<file path="config.mk">
export PLATFORM = sky130hd
export DESIGN_NAME = minterm_fn_bank
export DESIGN_NICKNAME = d
export VERILOG_FILES = /design/src/rtl/minterm_pkg.sv /design/src/rtl/decoder_onehot.sv /design/src/rtl/minterm_fn_bank.sv
export SDC_FILE = /design/constraint.sdc
export NUM_CORES = 1
export LEC_CHECK = 0
export ABC_AREA = 1
export CAP_MARGIN = 25
export CORE_UTILIZATION = 42
export CTS_CLUSTER_SIZE = 28
export DETAILED_ROUTE_END_ITERATION = 6
export GPL_ROUTABILITY_DRIVEN = 0
export SLEW_MARGIN = 15
export SYNTH_ARGS = -nofsm -noshare
export SYNTH_HDL_FRONTEND = slang
export SYNTH_SLANG_ARGS = --single-unit
</file>
<file path="constraint.sdc">
create_clock -name clk -period 2.5 [get_ports clk]
set_input_delay 0.375 -clock clk [delete_from_list [all_inputs] [get_ports clk]]
set_output_delay 0.375 -clock clk [all_outputs]
set_load 0.02 [all_outputs]
</file>
<file path="src/rtl/minterm_pkg.sv">
// Shared constants, sizing helper and mask word type for the minterm function bank.
package minterm_pkg;

    localparam int MAX_N = 6;
    localparam int MAX_M = 16;

    function automatic int minterms(input int n);
        return 1 << n;
    endfunction

    typedef logic [(1 << MAX_N)-1:0] mask_t;

endpackage

</file>
<file path="src/rtl/decoder_onehot.sv">
// Combinational N-to-2**N one-hot decoder with an enable; disabled means all-zero.
module decoder_onehot
    import minterm_pkg::*;
#(
    parameter int N = 3
) (
    input  logic                     en,
    input  logic [N-1:0]             in,
    output logic [minterms(N)-1:0]   onehot
);

    localparam int W = minterms(N);

    assign onehot = en ? (W'(1) << in) : '0;

endmodule

</file>
<file path="src/rtl/minterm_fn_bank.sv">
// Two-stage valid/ready pipeline: one-hot decode into S1, then per-function
// sum-of-minterms against a runtime-programmable mask bank into S2.
module minterm_fn_bank
    import minterm_pkg::*;
#(
    parameter int N = 3,
    parameter int M = 3
) (
    input  logic                                 clk,
    input  logic                                 rst,
    input  logic                                 en,
    input  logic                                 in_valid,
    output logic                                 in_ready,
    input  logic [N-1:0]                         in,
    input  logic                                 cfg_we,
    input  logic [((M > 1) ? $clog2(M) : 1)-1:0] cfg_fn,
    input  logic [minterms(N)-1:0]               cfg_mask,
    output logic                                 out_valid,
    input  logic                                 out_ready,
    output logic [M-1:0]                         f
);

    localparam int W  = minterms(N);
    localparam int FW = (M > 1) ? $clog2(M) : 1;

    logic [W-1:0] w_onehot;
    logic [W-1:0] r_dec;
    logic         r_s1_valid;
    logic [M-1:0] r_f;
    logic         r_out_valid;
    logic [M-1:0] w_f_next;
    logic [W-1:0] r_mask [M];
    logic         w_s2_adv;
    logic         w_in_hs;

    decoder_onehot #(.N(N)) u_dec (
        .en     (en),
        .in     (in),
        .onehot (w_onehot)
    );

    // A transfer happens on any edge where valid && ready; a producer holding
    // valid keeps its data stable until that edge, ready may depend on the consumer.
    assign w_s2_adv = !r_out_valid || out_ready;
    assign in_ready = !r_s1_valid || w_s2_adv;
    assign w_in_hs  = in_valid && in_ready;

    // Indices at or above M match no bank entry, so such writes fall away.
    always_ff @(posedge clk or posedge rst) begin
        if (rst) begin
            for (int i = 0; i < M; i++) r_mask[i] <= '0;
        end else if (cfg_we) begin
            for (int i = 0; i < M; i++) begin
                if (cfg_fn == FW'(i)) r_mask[i] <= cfg_mask;
            end
        end
    end

    always_comb begin
        w_f_next = '0;
        for (int i = 0; i < M; i++) w_f_next[i] = |(r_dec & r_mask[i]);
    end

    always_ff @(posedge clk or posedge rst) begin
        if (rst) begin
            r_dec      <= '0;
            r_s1_valid <= 1'b0;
        end else if (w_in_hs) begin
            r_dec      <= w_onehot;
            r_s1_valid <= 1'b1;
        end else if (w_s2_adv) begin
            r_s1_valid <= 1'b0;
        end
    end

    // The mask read here is the pre-edge value, so a same-edge write is not seen.
    always_ff @(posedge clk or posedge rst) begin
        if (rst) begin
            r_f         <= '0;
            r_out_valid <= 1'b0;
        end else if (w_s2_adv) begin
            r_out_valid <= r_s1_valid;
            if (r_s1_valid) r_f <= w_f_next;
        end
    end

    assign out_valid = r_out_valid;
    assign f         = r_f;

endmodule

</file>
* Word level (Yosys, flattened, before mapping)
Cells that the tools add are included.
Word-level totals: bits in registers 37, word-level logic and storage cells 30
Operators by class: eq/ne operators 2, shifts and indexed selects 1, mux-type cells 3, bitwise logic cells 3, reduce and logical (&&, ||, !) cells 14
Operators with widths (number):
- $and A8 B8 Y8 | 3
- $reduce_or A8 Y1 | 3
- $mux W8 | 1
- $reduce_and A2 Y1 | 4
- $shl A1 B3 Y8 const A | 1
- $eq A2 B1 Y1 const B | 1
- $eq A2 B2 Y1 const B | 1
- $logic_not A1 Y1 | 2
- $logic_not A2 Y1 | 1
- $logic_or A1 B1 Y1 | 2
- $mux W1 | 2
- $reduce_bool A2 Y1 | 1
- $logic_and A1 B1 Y1 | 1

* Logic depth before layout (Yosys ltp)
Gate-level depths: netlist of the first run.
word-level depth 5, gate-level depth with buffers 6

* Cells and area by module
Synthesis of the first run repeated with hierarchy kept, for this count alone.
Second synthesis, totals: cell total of the unflattened synthesis 208, area total of the unflattened synthesis 1707.9 um^2
Modules (own cells, without submodules):
- minterm_fn_bank | instances 1, cells an instance 191, area an instance 1644.1 um^2, sequential area each 925.9 um^2
- decoder_onehot | instances 1, cells an instance 17, area an instance 63.8 um^2, sequential area each 0.0 um^2

* Worst setup path after synthesis of the first run
OpenSTA, ideal clock, no wires.
kind register to register, start point register r_out_valid, in the netlist out_valid, end point register r_dec[0], arrival 1013 ps, data required time 2374 ps, path slack 1361 ps, stages on the path, launching flop included 5, cells stage by stage dfrtp_1 -> nand3_2 -> nand2_4 -> buf_6 -> o21ai_0
On the way: cells in the longest elaborated chain, start to end 4
RTL lines:
- start, declared | RTL line minterm_fn_bank.sv:30 | logic r_out_valid;
- start signal, assigned | RTL line minterm_fn_bank.sv:82 | r_out_valid <= r_s1_valid;
- $logic_not A1 Y1 | RTL line minterm_fn_bank.sv:44 | assign w_s2_adv = !r_out_valid || out_ready;
- $logic_or A1 B1 Y1 | RTL line minterm_fn_bank.sv:44
- $logic_or A1 B1 Y1 | RTL line minterm_fn_bank.sv:45 | assign in_ready = !r_s1_valid || w_s2_adv;
- via in_ready | RTL line minterm_fn_bank.sv:13 | output logic in_ready,
- $logic_and A1 B1 Y1 | RTL line minterm_fn_bank.sv:46 | assign w_in_hs = in_valid && in_ready;
- end signal, assigned | RTL line minterm_fn_bank.sv:69 | r_dec <= w_onehot;
- end, declared | RTL line minterm_fn_bank.sv:27 | logic [W-1:0] r_dec;
The timed path passes the listed nets, and every way through them passes these cells. A chain may end at the register's enable or synchronous reset.

* Final worst setup path of the first run
start point input out_ready, end point output in_ready
On the way: cells in the longest elaborated chain, start to end 2
RTL lines:
- start, declared | RTL line minterm_fn_bank.sv:19 | input logic out_ready,
- $logic_or A1 B1 Y1 | RTL line minterm_fn_bank.sv:44
- $logic_or A1 B1 Y1 | RTL line minterm_fn_bank.sv:45
- end, declared | RTL line minterm_fn_bank.sv:13
Every way passes these cells.

==> results of run 1 <==
-- per-layer routing --
layer | global-route usage, % | up-vias | wire length (um)
li1 | - | 677 | -
met1 | 21.4 | 593 | 1470
met2 | 30.0 | 26 | 1540
met3 | 6.25 | 6 | 133
met4 | 4.89 | 0 | 45
met5 | 0 | - | 0
-- report_power, final --
group | switching (W) | internal [W] | leakage [nW]
Clock | 0.000195 | 0.000198 | 0.0395
Combinational | 0.000140 | 0.000115 | 0.522
Sequential | 0.0000519 | 0.000684 | 0.473
-- per-stage QoR --
step,hold WS [ps],area (um^2)
after floorplan,455,1700
after global placement,463,1950
after detailed placement,471,1950
after CTS,487,2030
after global routing,508,2030
final,487,2030
-- worst reg2reg max path, delay by kind of cell, from the launching register on --
family	cells	cell delay [ps]
and+or+nand+nor	6	450
DFF	1	420
-- cell families (layout without fill, tap and decap cells) --
group,after synthesis,count (layout),share of synthesized area (%)
AO/OA/AOI/OAI,32,32,13.0
AND/OR/NAND/NOR,111,111,26.1
flip-flops,37,37,54.5
buffers and inverters,21,49,6.41
-- final cells by class --
cell class	count	share of cell area, %
Sequential cell	37	45.6
Multi-Input combinational cell	143	32.7
Timing Repair Buffer	24	11.7
Clock buffer	8	3.94
Inverter	17	3.14
Tap cell	48	2.96
-- sequential cells by signal, indices dropped and copies added (netlist names) --
name        flops
r_s1_valid      1
f               3
r_mask         24
out_valid       1
r_dec           8
-- cells in the final DEF (no fill, tap or decap), types with 3 or more instances in the layout --
cell type / Yosys / layout
nand2_1: 94 / 94
dfrtp_1: 37 / 37
clkdlybuf4s50_1: 0 / 23
inv_1: 16 / 16
o21ai_2: 16 / 16
nor2_1: 11 / 11
o21ai_0: 8 / 8
o21ai_1: 8 / 8
clkbuf_8: 0 / 5
clkbuf_1: 0 / 3
-- worst max path at each step --
stage / start / to / slack (ps) / cells past startpoint
2_1_floorplan: rst / f[0] / 1290 / 1
3_3_place_gp: out_ready / in_ready / 540 / 4
3_5_place_dp: out_ready / in_ready / 540 / 4
4_1_cts: out_ready / in_ready / 530 / 4
5_1_grt: out_ready / in_ready / 490 / 4
6_report: out_ready / in_ready / 540 / 4
==> metrics, run 1 <==
status finished, final reports clean; Yosys top cell area share 54.5%; hold path depth 2; Via density 4.70; vias 1302; Seq. cell area 926 um^2; Top Ports 24; syn_area_per_cell 8.45 um^2; clock buffer depth 2; CP cell instances clkdlybuf4s50_1, inv_1, nand3_2, clkdlybuf4s50_1; clock transition at the registers of the reported paths 60 ps; Synth area leader dfrtp_1; DRT Pass-1 Iters 4; PortBufs 23; initial antenna violation count 0; vias in the first global route 1295; r2r endpoint f[2]; clock root buffer clkbuf_8; total power 0.00139 W; Power Dens Cells 682 mW/mm^2; cell family with most CP delay buffers and inverters; top-count cell post-synth nand2_1; row cnt 22; Mapped Cells 201; crit path launch type input port; area occupied by multi-input gates 664 um^2; fraction of layout cells with a size suffix above 1 12.7%; largest net degree at the start of global routing 38; final core utilization 53.9%; clock sink count 37; Slew HR 69.7%; Worst Hold End r_mask[17]; DRT Wirelength 3180 um; number of diodes 0; Layout area overhead 19.6%; distinct cell type count after synthesis 13; hold_sp r_mask[17]; async set or reset register ratio after synthesis 100%; CTS Buf Count 5; H-tree Lvls 2; grt total ovfl 0; layout filler cell count 356; Max FO, Critical Path 3; synth cell count leaders 94 x nand2_1, 37 x dfrtp_1, 16 x inv_1, 16 x o21ai_2, 11 x nor2_1; GRT Resource Usage Total 17.8%; Die Wd 65.6 um; Post-Syn Area 0.00170 mm^2; Initial Utilization 45.1%; Top cell by count, worst path clkdlybuf4s50_1; crit path kind in2out; fmax 0.511 GHz; MaxCap Viol Count 0; DRT iter0 DRCs 76; Clock Skew 2.80 ps; first-pass GRT wire length 5710 um; hpwl dp 2370 um; YS warnings 0; worst-skew pair later-pin latency 280 ps; top_reg_cell synth dfrtp_1; Final Hold Fails 0; slowest stage cell, crit path clkdlybuf4s50_1; unrepaired setup endpoints after global routing no; Final setup viols 0; Buf/Inv on CP 3; critical path endpoint category output pin; Arrival @ worst endpoint 1580 ps; DRT antenna net count 0; Tightest Hold Check Type reg2reg; Hold-fix buffers, CTS 0; crit path time final 1960 ps; Worst-Margin Slew 454 ps; final setup TNS 0 ps; CTS resizes 0; period utilisation layout 78.3%; wire length per cell 11.5 um; Post-CTS Setup Repair Bufs 0; die area 0.00430 mm^2; final net count 247; Seq/Total Area, Yosys 54.5%; chip height 65.6 um; R2R depth 6; ranking of synthesized cells by area dfrtp_1 54%, nand2_1 21%, o21ai_2 8.2%, inv_1 3.5%, buf_6 2.7%; Pleak 1.03 nW; placed cells 269; R2R Setup Slk 1530 ps; largest stage delay on the critical path 610 ps; Layout Cells excl Fill 277; RR Startpoint r_dec[0]; VDD IR max 0.364 mV; drt drc 0; Post-synth EDFFs 0; Synth Register Bits 37; final setup margin 542 ps; core area 0.00377 mm^2; setup slack at placement 545 ps; Worst EP required 2120 ps; Slew Limit Fails 0; TritonCTS clock tree built; syn_nets 220
(Power assumes the default switching activity.)
==> run 2, diff against run 1 <==
==> constraint.sdc (replaced) <==
create_clock -name clk -period 1.9 [get_ports clk]
set_input_delay 0.285 -clock clk [delete_from_list [all_inputs] [get_ports clk]]
set_output_delay 0.285 -clock clk [all_outputs]
set_load 0.02 [all_outputs]
==> metrics, run 2 (synthesized netlist as in run 1, its figures left out) <==
Worst EP required 1620 ps (-500 ps); Slew HR 70.3% (+0.57 points); Hold-fix buffers, CTS 0 (unchanged); DRT Pass-1 Iters 4 (unchanged); Cell Area, Placed 0.00195 mm^2 (unchanged); Final Hold Fails 0 (unchanged); Pleak 1.04 nW (+0.47%); vias in the first global route 1291 (-0.31%); Reg with most FFs r_mask; core area 0.00377 mm^2 (unchanged); clock sink count 37 (unchanged); worst-skew pair later-pin latency 290 ps (about the same); Post-CTS Setup Repair Bufs 0 (unchanged); chip height 65.6 um (unchanged); drt drc 0 (unchanged); Layout area overhead 20.0%; Final setup viols 0 (unchanged); Seq. cell area 926 um^2 (unchanged); Power Dens Cells 904 mW/mm^2 (+33%); grt total ovfl 0 (unchanged); CTS resizes 0 (unchanged); number of diodes 0 (unchanged); critical path endpoint category output pin; layout filler cell count 370 (+3.9%); row cnt 22 (unchanged); CTS Buf Count 5 (unchanged); crit path kind in2out; sequential power share 52.6% (-0.5 points); Max FO, Critical Path 3 (unchanged); period utilisation layout 94.0%; area occupied by multi-input gates 664 um^2 (unchanged); fmax 0.560 GHz; Int Power 0.00134 W (+34%); initial antenna violation count 0 (unchanged); met1 usage 19.6% (-1.8 points); VDD IR max 0.486 mV (+34%); status finished, final reports clean; hpwl dp 2340 um (-1.1%); crit path launch type input port; Clock Skew 5.12 ps (+2.32 ps); vias 1290 (-0.92%); Via density 4.67 (-0.56%); largest net degree at the start of global routing 38 (unchanged); clock root buffer clkbuf_8; unrepaired setup endpoints after global routing no; DRT Wirelength 3110 um (-2.3%); Die Wd 65.6 um (unchanged); PortBufs 23 (unchanged); Sw Ratio 27.3% (-0.70 points); TritonCTS clock tree built; DRT antenna net count 0 (unchanged); Arrival @ worst endpoint 1500 ps (-80 ps); Psw 0.000503 W (+30%); most used routing layer met2; Top Ports 24 (unchanged); clock transition at the registers of the reported paths 70 ps (about the same); max reg flops 24 (unchanged); Initial Utilization 45.1% (unchanged); Slew Limit Fails 0 (unchanged); met3 Use GR 6.25% (unchanged); fraction of layout cells with a size suffix above 1 13.2% (+0.49 points); die area 0.00430 mm^2 (unchanged); Tightest Hold Check Type in2async; most frequent cells in the layout 94 x nand2_1, 37 x dfrtp_1, 23 x clkdlybuf4s50_1; Worst-Margin Slew 446 ps (-8.57 ps); met2 usage 29.6% (-0.39 points); cell area after layout 0.00204 mm^2 (+0.31%); most common cell after layout, fill and taps aside nand2_1; clock buffer depth 2 (unchanged); final setup TNS 0 ps (unchanged); Clock Power Share 29.2% (+0.8 points); Logic pwr share 18.2% (-0.3 points); final net count 247 (unchanged); wire length per cell 11.3 um (-2.0%); H-tree Lvls 2 (unchanged); crit path time final 1790 ps; DRT iter0 DRCs 58 (-24%); GRT Resource Usage Total 17.6% (-0.26 points); MaxCap Viol Count 0 (unchanged); first-pass GRT wire length 5520 um (-3.4%)
## run 2: changes by cell type in the layout (fill, tap and decap cells not counted), sizes merged
cell	previous run	this run
clkbuf	8	7
## run 2: metal layers
metal	wire, um	vias up
met5	0	-
li1	-	675
met4	47	0
met2	1560	20
met1	1390	591
met3	114	4
## run 2: layout make-up
cell class | count | area share [%]
multi-input cells | 143 | 32.6
clock buffers | 7 | 4.24
inverters | 17 | 3.13
repair buffers | 24 | 11.7
well taps | 48 | 2.95
flip-flops and latches | 37 | 45.4
## run 2: path summary, 6_finish.rpt
kind	endpoint	cells past startpoint	slack, ps	start
max	in_ready	4	110	out_ready
min	r_mask[20]	3	420	rst
max reg2reg	f[1]	6	900	r_dec[6]
min reg2reg	r_mask[15]	2	480	r_mask[15]
max in group asynchronous	r_mask[8]	3	1170	rst
min in group clk	r_mask[15]	2	480	r_mask[15]
## run 2: per-stage QoR
stage / instances / power, W / hold WS [ps] / setup slack (ps) / utilization (%)
floorplan: 201 / 0.00119 / 455 / 761 / -
global placement: 269 / 0.00131 / 463 / 120 / 51.8
detailed placement: 269 / 0.00132 / 473 / 119 / 51.8
CTS: 276 / 0.00187 / 427 / 108 / 54.0
global route: 276 / 0.00196 / 451 / 66.5 / 54.0
finish: 276 / 0.00184 / 415 / 113 / 54.0
## run 2: critical path, cell delays in order
cell	delay, ps
clkdlybuf4s50_1	460
inv_1	60
nand3_2	90
clkdlybuf4s50_1	610
## run 2: power groups by stage
stage	Sequential (W)	Clock, W	Combinational, W
final	0.000969	0.000538	0.000335
after global routing	0.000983	0.000597	0.000379
after CTS	0.000969	0.000558	0.000342
after detailed placement	0.000983	0	0.000341
after global placement	0.000979	0	0.000330
after floorplan	0.000990	0	0.000200
==> run 3, diff against run 2 <==
--- a/config.mk
+++ b/config.mk
@@ -7,7 +7,7 @@
 export LEC_CHECK = 0
 export ABC_AREA = 1
 export CAP_MARGIN = 25
-export CORE_UTILIZATION = 42
+export CORE_UTILIZATION = 30
 export CTS_CLUSTER_SIZE = 28
 export DETAILED_ROUTE_END_ITERATION = 6
 export GPL_ROUTABILITY_DRIVEN = 0
==> metrics, run 3 (synthesized netlist as in run 1, its figures left out) <==
status finished, final reports clean; GRT Resource Usage Total 11.7% (-5.8 points); CTS Buf Count 5 (unchanged); critical path startpoint out_ready; fmax 0.561 GHz (+0.14%); Initial Utilization 31.0% (-14 points); number of diodes 0 (unchanged); worst-skew pair later-pin latency 290 ps (about the same); wire length per cell 10.1 um (-10%); layout filler cell count 572 (+55%); crit path launch type input port; R2R depth 6 (unchanged); total power 0.00183 W (-0.74%); placed cells 293 (+8.9%); slowest stage cell, crit path clkdlybuf4s50_1; most frequent cells in the layout 94 x nand2_1, 37 x dfrtp_1, 23 x clkdlybuf4s50_1; CP cell instances clkdlybuf4s50_1, inv_1, nand3_2, clkdlybuf4s50_1; Max FO, Critical Path 3 (unchanged); Worst-Margin Slew 458 ps (+12.0 ps); initial antenna violation count 0 (unchanged); most common cell after layout, fill and taps aside nand2_1; Via density 4.15 (-11%); Int Power 0.00130 W (-2.6%); crit path time final 1780 ps (-2.52 ps); DRT Pass-1 Iters 4 (unchanged); chip height 77.3 um (+18%); grt total ovfl 0 (unchanged); r2r endpoint f[1]; largest net degree at the start of global routing 38 (unchanged); vias 1248 (-3.3%); first-pass GRT wire length 5450 um (-1.3%); largest stage delay on the critical path 610 ps (about the same); Clock Skew 11.4 ps (+6.23 ps); crit path kind in2out; Final Hold Fails 0 (unchanged); TritonCTS clock tree built; unrepaired setup endpoints after global routing no; Layout area overhead 21.7%; clock root buffer clkbuf_8; Worst EP required 1620 ps (about the same); CTS resizes 0 (unchanged); Die Wd 77.3 um (+18%); DRT antenna net count 0 (unchanged); Final setup viols 0 (unchanged); Clock Power Share 29.1% (about the same); clock transition at the registers of the reported paths 80 ps (about the same); Sw Ratio 28.7% (+1.4 points); Logic pwr share 18.2% (about the same); Pleak 1.04 nW (about the same); Slew HR 69.5% (-0.80 points); clock sink count 37 (unchanged); clock buffer depth 2 (unchanged); Psw 0.000525 W (+4.3%); Power Dens Cells 884 mW/mm^2 (-2.2%); core area 0.00547 mm^2 (+45%); hpwl dp 2190 um (-6.6%); Arrival @ worst endpoint 1500 ps (about the same); Slew Limit Fails 0 (unchanged); final net count 247 (unchanged); MaxCap Viol Count 0 (unchanged); Tightest Hold Check Type in2async; DRT iter0 DRCs 96 (+66%); Hold-fix buffers, CTS 0 (unchanged); Worst Setup EP in_ready; die area 0.00597 mm^2 (+39%); vias in the first global route 1187 (-8.1%); period utilisation layout 93.9% (-0.13 points); final setup TNS 0 ps (unchanged); RR Startpoint r_dec[7]; fraction of layout cells with a size suffix above 1 14.0% (+0.82 points); max reg flops 24 (unchanged); sequential power share 52.7% (about the same); DRT Wirelength 3050 um (-1.9%); final core utilization 37.8% (-16 points); Reg with most FFs r_mask; VDD IR max 0.337 mV (-31%); row cnt 27 (+23%); Layout Cells excl Fill 301 (+9.1%); PortBufs 23 (unchanged); Post-CTS Setup Repair Bufs 0 (unchanged); H-tree Lvls 2 (unchanged); Top cell by count, worst path clkdlybuf4s50_1; drt drc 0 (unchanged); critical path endpoint category output pin; R2R Setup Slk 930 ps (+30 ps); Top Ports 24 (unchanged)
-- run 3: cell types whose count changed in the layout (fill, tap and decap cells not counted) --
cell        change
clkbuf_1        -1
clkinvlp_4      +1
clkinv_2        +2
clkbuf_8        -1
-- run 3: worst min-delay path by stage --
stage | depth (start not counted) | slack, ps | start | end
6_report | 3 | 390 | rst | f[2]
3_3_place_gp | 2 | 460 | f[0] | f[0]
4_1_cts | 3 | 420 | rst | f[1]
3_5_place_dp | 2 | 460 | f[2] | f[2]
2_1_floorplan | 2 | 450 | r_mask[12] | r_mask[12]
5_1_grt | 3 | 450 | rst | f[2]
-- run 3: layer usage --
metal  part of all wire [%]  up-vias  track usage (%)
met5                      0        -                0
met4                   0.88        0             3.40
met3                    4.5        3             3.69
met2                     43       26             17.7
met1                     51      542             16.0
li1                       -      677                -
-- run 3: final cells by class --
type	count	area [um^2]	share of cell area, %
Clock inverter	3	17.5	0.847
Timing Repair Buffer	24	238	11.5
Multi-Input combinational cell	143	664	32.1
Tap cell	72	90.1	4.36
Sequential cell	37	926	44.8
Inverter	17	63.8	3.09
Clock buffer	5	68.8	3.33
-- run 3: power by group through the flow --
stage | Combinational (W) | Sequential [W] | Clock, W
after floorplan | 0.000200 | 0.000990 | 0
after CTS | 0.000338 | 0.000965 | 0.000541
after global placement | 0.000333 | 0.000980 | 0
after global routing | 0.000380 | 0.000981 | 0.000584
final | 0.000333 | 0.000964 | 0.000532
after detailed placement | 0.000337 | 0.000980 | 0
-- run 3: per-stage QoR --
step	instance area, um^2	worst slack, ps	hold WS (ps)
global placement	1980	114	463
detailed placement	1980	118	465
CTS	2070	110	420
floorplan	1700	761	455
global route	2070	75.8	450
finish	2070	116	395
-- run 3: critical path, delay by kind of cell --
kind | cells | cell delay, ps
and+or+nand+nor | 1 | 100
buffers and inverters | 3 | 1110
